`src/rtl/mem_port_arbiter.sv`:
```
// Single-port memory arbiter: fetch and load/store paths, timeout error ack.
// Optional MEM_ARB_RR_EN: round-robin grant when both ports request together.
module mem_port_arbiter #(
    parameter int ADDR_W   = 32,
    parameter int DATA_W   = 32,
    parameter int MAX_WAIT = 15
) (
    input  logic              clk,
    input  logic              reset_n,
    input  logic              if_req,
    input  logic [ADDR_W-1:0] if_addr,
    output logic [DATA_W-1:0] if_rdata,
    output logic              if_ack,
    input  logic              d_req,
    input  logic              d_we,
    input  logic [ADDR_W-1:0] d_addr,
    input  logic [DATA_W-1:0] d_wdata,
    output logic [DATA_W-1:0] d_rdata,
    output logic              d_ack,
    output logic              err,
    output logic              mem_en,
    output logic              mem_we,
    output logic [ADDR_W-1:0] mem_addr,
    output logic [DATA_W-1:0] mem_wdata,
    input  logic [DATA_W-1:0] mem_rdata,
    input  logic              mem_rdy,
    output logic              busy
);

    localparam int CW = $clog2(MAX_WAIT + 1);

    typedef enum logic [1:0] {
        IDLE,
        ACCESS,
        RESP
    } state_t;

    state_t            state;
    state_t            state_nx;
    logic              own_d;
    logic              we_r;
    logic [ADDR_W-1:0] addr_r;
    logic [DATA_W-1:0] wdata_r;
    logic [CW-1:0]     wait_cnt;
    logic              grant_d;
    logic              grant_i;
    logic              timeout;

`ifdef MEM_ARB_RR_EN
    logic last_d;

    // On contention, serve the port that did not win the previous grant.
    assign grant_d = d_req & (~if_req | ~last_d);

    always_ff @(posedge clk or negedge reset_n) begin
        if (!reset_n) begin
            last_d <= 1'b0;
        end else if (state == IDLE && (d_req || if_req)) begin
            last_d <= grant_d;
        end
    end
`else
    assign grant_d = d_req;
`endif

    assign grant_i = if_req & ~grant_d;
    assign timeout = (wait_cnt == CW'(MAX_WAIT - 1));

    always_ff @(posedge clk or negedge reset_n) begin
        if (!reset_n) begin
            state <= IDLE;
        end else begin
            state <= state_nx;
        end
    end

    always_comb begin
        state_nx = state;
        unique case (state)
            IDLE: begin
                if (d_req || if_req) begin
                    state_nx = ACCESS;
                end
            end
            ACCESS: begin
                if (mem_rdy || timeout) begin
                    state_nx = RESP;
                end
            end
            RESP: begin
                state_nx = IDLE;
            end
            default: begin
                state_nx = IDLE;
            end
        endcase
    end

    always_ff @(posedge clk or negedge reset_n) begin
        if (!reset_n) begin
            own_d    <= 1'b0;
            we_r     <= 1'b0;
            addr_r   <= '0;
            wdata_r  <= '0;
            wait_cnt <= '0;
            err      <= 1'b0;
            if_rdata <= '0;
            d_rdata  <= '0;
        end else begin
            case (state)
                IDLE: begin
                    if (grant_d) begin
                        own_d    <= 1'b1;
                        we_r     <= d_we;
                        addr_r   <= d_addr;
                        wdata_r  <= d_wdata;
                        wait_cnt <= '0;
                    end else if (grant_i) begin
                        own_d    <= 1'b0;
                        we_r     <= 1'b0;
                        addr_r   <= if_addr;
                        wait_cnt <= '0;
                    end
                end
                ACCESS: begin
                    // A ready in the last allowed cycle still completes normally.
                    if (mem_rdy) begin
                        err <= 1'b0;
                        if (!we_r) begin
                            if (own_d) begin
                                d_rdata <= mem_rdata;
                            end else begin
                                if_rdata <= mem_rdata;
                            end
                        end
                    end else if (timeout) begin
                        err <= 1'b1;
                        if (own_d) begin
                            d_rdata <= '0;
                        end else begin
                            if_rdata <= '0;
                        end
                    end else begin
                        wait_cnt <= wait_cnt + CW'(1);
                    end
                end
                default: begin
                end
            endcase
        end
    end

    assign busy      = (state != IDLE);
    assign mem_en    = (state == ACCESS);
    assign mem_we    = mem_en & we_r;
    assign mem_addr  = addr_r;
    assign mem_wdata = wdata_r;
    assign if_ack    = (state == RESP) & ~own_d;
    assign d_ack     = (state == RESP) & own_d;

endmodule

```
`config.mk`:
```
export PLATFORM = sky130hd
export DESIGN_NAME = mem_port_arbiter
export DESIGN_NICKNAME = d
export VERILOG_FILES = /design/src/rtl/mem_port_arbiter.sv
export SDC_FILE = /design/constraint.sdc
export NUM_CORES = 1
export LEC_CHECK = 0
export ABC_AREA = 1
export CORE_UTILIZATION = 46
export DETAILED_ROUTE_END_ITERATION = 8
export PLACE_DENSITY = 0.95
export SYNTH_ARGS = -nofsm -noshare
export SYNTH_HDL_FRONTEND = slang
export SYNTH_SLANG_ARGS = --single-unit
```
`constraint.sdc`:
```
create_clock -name clk -period 2.75 [get_ports clk]
set_input_delay 0.4125 -clock clk [delete_from_list [all_inputs] [get_ports clk]]
set_output_delay 0.4125 -clock clk [all_outputs]
set_load 0.05 [all_outputs]
```
==> results of run 1 <==
==> cell usage after synthesis, types with 2 or more instances <==
master                     number
sky130_fd_sc_hd__clkbuf_1      17
sky130_fd_sc_hd__nor3_1         2
sky130_fd_sc_hd__nand2_1      304
sky130_fd_sc_hd__inv_2          2
sky130_fd_sc_hd__dfrtp_1      137
sky130_fd_sc_hd__nand4_1       64
sky130_fd_sc_hd__nand3_1       42
sky130_fd_sc_hd__buf_2         23
sky130_fd_sc_hd__o21ai_1       12
sky130_fd_sc_hd__buf_4         10
sky130_fd_sc_hd__buf_1          4
sky130_fd_sc_hd__nor2_1         7
sky130_fd_sc_hd__nor2_4         2
sky130_fd_sc_hd__ha_1           2
sky130_fd_sc_hd__inv_1         73
sky130_fd_sc_hd__o21ai_0       56
sky130_fd_sc_hd__a21oi_2        2
==> through the flow <==
step	hold slack, ps	area, sq um
final	469.6	9602
after global routing	489.6	9602
after CTS	472.1	9602
after detailed placement	406.6	8985
after global placement	403.9	8985
after floorplan	116.9	6190
==> cell families after synthesis <==
| logic type | synth area share |
|---|---|
| compound gates | 0.05923 |
| xor+xnor | 0.001415 |
| fa+ha+maj | 0.004042 |
| buf+inv | 0.08894 |
| flops | 0.5539 |
| simple gates | 0.2925 |
==> report_power, final <==
part | internal [uW] | switching, uW
Clock | 1520 | 821
Sequential | 2900 | 555
Combinational | 2170 | 4920
Total | 6590 | 6300
==> area by class of cell <==
class                   instances  area [sq um]  share of cell area
flip-flops and latches        137          3428              0.3570
repair buffers                284          2844              0.2962
multi-input cells             495          2221              0.2313
clock buffers                  24         491.7             0.05121
inverters                      75         281.5             0.02932
well taps                     176         220.2             0.02293
clock inverters                 7         115.1             0.01199
==> registers in the layout, summed over array words and instances, names as in the netlist <==
| register | cells |
|---|---|
| state | 2 |
| we_r | 1 |
| mem_wdata | 32 |
| wait_cnt | 4 |
| d_rdata | 32 |
| own_d | 1 |
| err | 1 |
| if_rdata | 32 |
| mem_addr | 32 |
==> placed cells by master, fill, tap and decap left out <==
| master | count |
|---|---|
| sky130_fd_sc_hd__buf_6 | 1 |
| sky130_fd_sc_hd__o21ai_4 | 1 |
| sky130_fd_sc_hd__buf_12 | 4 |
| sky130_fd_sc_hd__buf_4 | 14 |
| sky130_fd_sc_hd__clkdlybuf4s50_1 | 263 |
| sky130_fd_sc_hd__clkbuf_1 | 3 |
| sky130_fd_sc_hd__nand2_2 | 1 |
| sky130_fd_sc_hd__nor2_4 | 2 |
| sky130_fd_sc_hd__clkbuf_16 | 17 |
| sky130_fd_sc_hd__ha_1 | 2 |
| sky130_fd_sc_hd__nor2_1 | 7 |
| sky130_fd_sc_hd__dlygate4sd3_1 | 1 |
| sky130_fd_sc_hd__clkbuf_8 | 4 |
| sky130_fd_sc_hd__xnor2_1 | 1 |
| sky130_fd_sc_hd__nand4_1 | 64 |
| sky130_fd_sc_hd__clkinv_2 | 2 |
| sky130_fd_sc_hd__inv_2 | 2 |
| sky130_fd_sc_hd__inv_1 | 73 |
| sky130_fd_sc_hd__clkinvlp_4 | 2 |
| sky130_fd_sc_hd__dfrtp_1 | 137 |
| sky130_fd_sc_hd__nand3_1 | 42 |
| sky130_fd_sc_hd__bufinv_16 | 3 |
| sky130_fd_sc_hd__a21oi_2 | 2 |
| sky130_fd_sc_hd__o21ai_1 | 12 |
| sky130_fd_sc_hd__buf_2 | 1 |
| sky130_fd_sc_hd__nand2_1 | 303 |
| sky130_fd_sc_hd__o21ai_0 | 56 |
| sky130_fd_sc_hd__nor3_1 | 2 |
==> layer usage <==
metal	wire (microns)	global-route usage
met3	1446	0.07025
met2	9229	0.4625
met4	656	0.1402
met5	0	0
met1	7015	0.3181
==> path summary, 6_finish.rpt <==
path / startpoint / end / slack (ps)
worst max-delay path: state[1] / d_ack / 370
worst min-delay path: mem_wdata[12] / mem_wdata[12] / 470
worst max register to register: state[1] / mem_wdata[11] / 790
worst min register to register: mem_wdata[12] / mem_wdata[12] / 470
max in group asynchronous: reset_n / mem_addr[1] / 1500
min in group asynchronous: reset_n / d_rdata[5] / 520
==> critical path: cells and delay by family (launching register included) <==
kind	cells	cell delay [ps]
buffers and inverters	2	920
flip-flops	1	450
AND/OR/NAND/NOR	1	170
==> summary.log, run 1 <==
[outcome] result of the run finished, final reports clean
[yosys] synthesized cell area 6190 sq um
[layout] non-filler cells, final 1198
[power] Peak supply drop 863.9 uV
[power] Power Density 1343 nW/um^2
[floorplan] initial cell density of the core 0.4693
[clock_tree] post-CTS setup-driven buffer insertion count 0
[place] number of cells in the design after placement 1166
[sta] Final setup violation count 0
[route] detail-routed net length per standard cell 15.32 microns
[sta] Post-Route Skew 5.612 ps
[setup_path] r2r worst-path depth 6
[sta] Worst Setup Slack, final 374.8 ps
[sta] Slew @ Worst Pin 576.2 ps
[route] detail-routed via count per cell 5.156
[yosys] Syn Nets 897
[layout] share of cells above drive strength 1 0.05479
[yosys] number of enable flip-flop cells after synthesis 0
[clock_tree] Post-CTS Hold Fix Bufs 1
[clock_tree] CTS sink count 137
[yosys] most area-hungry cell type in the Yosys netlist sky130_fd_sc_hd__dfrtp_1
[setup_path] largest fanout of any net on the critical path 3
[sta] Final Hold Fails 0
[layout] diode count 0
[sta] headroom to the max-slew limit 0.6147
[route] wire length after detailed routing 18350 microns
[global_routing] total gr overflow 0
[yosys] area share of the largest cell type after synthesis 0.5539
[layout] post-layout util 0.7279
[setup_path] type of the worst setup path flop to output port
[yosys] top_reg_cell synth sky130_fd_sc_hd__dfrtp_1
[layout] area delta synth->final 55.12%
[sta] Final Max Slew Viols 0
[clock_tree] library cell used as clock root buffer sky130_fd_sc_hd__clkbuf_16
[floorplan] die outline height 118 microns
[run] maxcap violations 0
[yosys] count of state elements after synthesis 137
[sta] ratio of final minimum period to clock period 0.8637
[floorplan] Floorplan Core Area 13190 sq um
[global_routing] GR Util All Layers 0.2727
[layout] number of fill cells 941
[place] final weighted congestion in routability-driven placement 0.8068
[clock_tree] worst-skew pair later-pin latency 410 ps
[setup_path] cell chain of the critical path inv_1 -> nor3_1 -> clkdlybuf4s50_1
[yosys] Syn. warnings 0
[global_routing] number of global-route vias before repair 5999
[floorplan] floorplan die width 118 microns
[floorplan] top-level I/O count 268
[yosys] count of different cell masters after synthesis 19
[route] number of DRC markers in iteration 0 582
[power] total power after layout 12890 uW
[route] number of search-and-repair iterations in the first detailed-routing pass 5
[place] worst setup slack before clock tree synthesis 744.9 ps
[global_routing] pin count of the biggest net entering global routing 65
[route] number of design rule violations left after detail routing 0
[yosys] average footprint of a synthesized cell 8.134 sq um
[setup_path] cell with the largest stage delay on the worst path sky130_fd_sc_hd__clkdlybuf4s50_1
[yosys] synth top area cells sky130_fd_sc_hd__dfrtp_1, sky130_fd_sc_hd__nand2_1, sky130_fd_sc_hd__nand4_1
[place] detailed placer's ending HPWL 12820 microns
[setup_path] category of the worst setup path launch point flop
[clock_tree] number of H-tree levels 4
[place] PortBufs 267
[global_routing] global-route wire length before repair 29870 microns
[setup_path] CP arrival 1960 ps
[floorplan] Placement Rows 42
[power] standby leakage power 0.004821 uW
[setup_path] Crit. End Element output port
[route] total via count in the routed design 6177
[yosys] part of the Yosys area used for sequential elements 0.5539
[clock_tree] CTS tree done
[sta] unrepaired setup endpoints after global routing no
[clock_tree] maximum clock insertion buffer count 2
[yosys] fraction of registers with async set or reset after synthesis 1.000
[clock_tree] TritonCTS buffer count 17
[setup_path] critical path required time 2340 ps
[route] number of nets still failing antenna checks after routing 0
[layout] Nets 1146
[floorplan] Die Outline Area 13920 sq um
[worst_hold_path] number of cells on the worst hold path 2
[worst_hold_path] class of the most critical hold timing path flop to flop
[sta] Setup TNS Final 0 ps
[clock_tree] clk slew on worst S/H paths 60 ps
[global_routing] initial antenna violation count 0
[clock_tree] quantity of gates resized following cts 0
[yosys] Post-Synthesis Cells 761
[setup_path] delay of the slowest cell on the worst path 840 ps
[sta] achievable frequency 421.0 MHz
[sta] final critical delay including setup and external delays 2375 ps
Note: power is estimated with default switching activity, not from simulation.
==> run 2: changes to the inputs <==
- SETUP_SLACK_MARGIN: unset -> 0.05
==> results of run 2 <==
Final layout, timing and power as in run 1 (identical DEF).
==> run 3: changes to the inputs <==
- GPL_TIMING_DRIVEN: unset -> 0
- PLACE_DENSITY: 0.95 -> 0.83
==> summary.log, run 3 (same netlist as run 1, synthesis figures left out) <==
[outcome] result of the run finished, final reports clean
[power] Peak supply drop 628.7 uV
[layout] Sequential cell area 3428 sq um
[clock_tree] maximum clock insertion buffer count 2
[layout] leading cell types in the layout, fill and taps excluded sky130_fd_sc_hd__nand2_1, sky130_fd_sc_hd__clkdlybuf4s50_1, sky130_fd_sc_hd__dfrtp_1
[layout] Multi-input gate area 2211 sq um
[sta] ratio of final minimum period to clock period 0.9388
[clock_tree] CTS sink count 137
[worst_hold_path] class of the most critical hold timing path primary input to flop
[run] maxcap violations 0
[sta] achievable frequency 387.3 MHz
[global_routing] total gr overflow 0
[global_routing] pin count of the biggest net entering global routing 96
[sta] headroom to the max-slew limit 0.5754
[sta] Slew @ Worst Pin 635.0 ps
[layout] share of cells above drive strength 1 0.06528
[layout] post-layout util 0.7377
[place] placed inst area 9091 sq um
[clock_tree] post-CTS setup-driven buffer insertion count 0
[floorplan] initial cell density of the core 0.4693
[floorplan] die outline height 118 microns
[sta] Worst Setup Slack, final 168.2 ps
[route] total via count in the routed design 6250
[route] number of design rule violations left after detail routing 0
[route] number of search-and-repair iterations in the first detailed-routing pass 5
[floorplan] Placement Rows 42
[global_routing] initial antenna violation count 0
[clock_tree] clk slew on worst S/H paths 60 ps
[power] Power Density 1348 nW/um^2
[route] wire length after detailed routing 19760 microns
[place] detailed placer's ending HPWL 14650 microns
[clock_tree] worst-skew pair later-pin latency 420 ps
[setup_path] largest fanout of any net on the critical path 10
[route] number of DRC markers in iteration 0 512
[setup_path] cell with the largest stage delay on the worst path sky130_fd_sc_hd__clkdlybuf4s50_1
[setup_path] type of the worst setup path flop to output port
[setup_path] critical path required time 2340 ps
[layout] post-layout instance area 9731 sq um
[sta] Post-Route Skew 6.304 ps
[route] detail-routed net length per standard cell 16.02 microns
[power] standby leakage power 0.004898 uW
[layout] diode count 0
[clock_tree] CTS tree done
[sta] Final setup violation count 0
[setup_path] CP arrival 2170 ps
[route] number of nets still failing antenna checks after routing 0
[setup_path] cell chain of the critical path inv_2 -> nor2_4 -> buf_2 -> clkdlybuf4s50_1
[setup_path] category of the worst setup path launch point flop
[sta] Final Hold Fails 0
[global_routing] global-route wire length before repair 32150 microns
[layout] leading cell type in the layout, fill and taps excluded sky130_fd_sc_hd__nand2_1
[layout] Nets 1183
[layout] number of fill cells 1012
[setup_path] delay of the slowest cell on the worst path 830 ps
[floorplan] Die Outline Area 13920 sq um
[floorplan] top-level I/O count 268
[floorplan] Floorplan Core Area 13190 sq um
[global_routing] GR Util All Layers 0.2978
[clock_tree] TritonCTS buffer count 17
[route] detail-routed via count per cell 5.069
[sta] Setup TNS Final 0 ps
[setup_path] family of cells with the greatest summed delay on the critical path buffers and inverters
[global_routing] number of global-route vias before repair 6327
[place] worst setup slack before clock tree synthesis 444.4 ps
[layout] area delta synth->final 57.21%
[clock_tree] number of H-tree levels 4
[sta] Final Max Slew Viols 0
[sta] unrepaired setup endpoints after global routing no
[place] final weighted congestion in routability-driven placement 0.8415
[clock_tree] library cell used as clock root buffer sky130_fd_sc_hd__clkbuf_16
[place] PortBufs 265
[setup_path] buffers and inverters on the worst path 3
[floorplan] floorplan die width 118 microns
[setup_path] Crit. End Element output port
[sta] final critical delay including setup and external delays 2582 ps
-- run 3: changes by cell type in the layout (fill, tap and decap cells not counted), moves of 2 or more --
cell,previous run,this run
sky130_fd_sc_hd__buf_4,14,10
sky130_fd_sc_hd__clkbuf_1,3,19
sky130_fd_sc_hd__buf_2,1,23
sky130_fd_sc_hd__buf_12,4,0
sky130_fd_sc_hd__clkbuf_8,4,2
sky130_fd_sc_hd__bufinv_16,3,5
sky130_fd_sc_hd__buf_1,0,4
-- run 3: worst paths after layout --
check                            start            end  slack [ps]  depth (start not counted)
setup / recovery              state[0]         mem_en         170                          4
hold / removal                   d_req   mem_wdata[1]         460                          4
setup reg to reg           wait_cnt[0]    if_rdata[7]        1100                          8
hold reg to reg            d_rdata[20]    d_rdata[20]         470                          2
max in group asynchronous      reset_n  mem_wdata[23]        1470                          3
min in group asynchronous      reset_n   if_rdata[16]         470                          2
-- run 3: area by class of cell --
class                   instances  area share
plain buffers                  54     0.02765
clock buffers                  21     0.04732
clock inverters                 8     0.01749
inverters                      75     0.02893
multi-input cells             495      0.2272
flip-flops and latches        137      0.3523
well taps                     176     0.02263
repair buffers                267      0.2765
-- run 3: power by group --
| part | internal [uW] | switching, uW | leakage, uW |
|---|---|---|---|
| Sequential | 2910 | 553 | 0.00174 |
| Clock | 1640 | 828 | 0.000301 |
| Combinational | 2200 | 4990 | 0.00286 |
| Total | 6740 | 6370 | 0.00490 |
-- run 3: what timing repair did --
item	4_1_cts	5_1_grt
setup endpoints to repair	1	0
gates resized for setup	1	0
endpoints found under the hold margin	42	0
hold buffers	1	0
-- run 3: worst reg2reg max path: stages (launching register included) --
cell,delay (ps)
sky130_fd_sc_hd__dfrtp_1,440
sky130_fd_sc_hd__inv_1,80
sky130_fd_sc_hd__ha_1,140
sky130_fd_sc_hd__nand3_1,90
sky130_fd_sc_hd__nand2_1,130
sky130_fd_sc_hd__nand3_1,240
sky130_fd_sc_hd__buf_2,290
sky130_fd_sc_hd__nand2_1,80
sky130_fd_sc_hd__nand2_1,50
-- run 3: metrics by stage --
stage	instances	hold WS (ps)	total power, uW
CTS	1233	457.6	13140
finish	1233	464.0	13120
global placement	1202	452.5	10530
floorplan	761	116.9	7977
detailed placement	1203	355.8	10640
global route	1233	485.6	13720
-- run 3: metal layers --
layer  wire [microns]  part of all wire  track usage  vias up
li1                 -                 -            -     3008
met3             1489             0.075      0.09399       43
met4              574             0.029       0.1250        0
met1             7725              0.39       0.3395     2935
met2             9968              0.50       0.5136      264
met5                0                 0            0        -
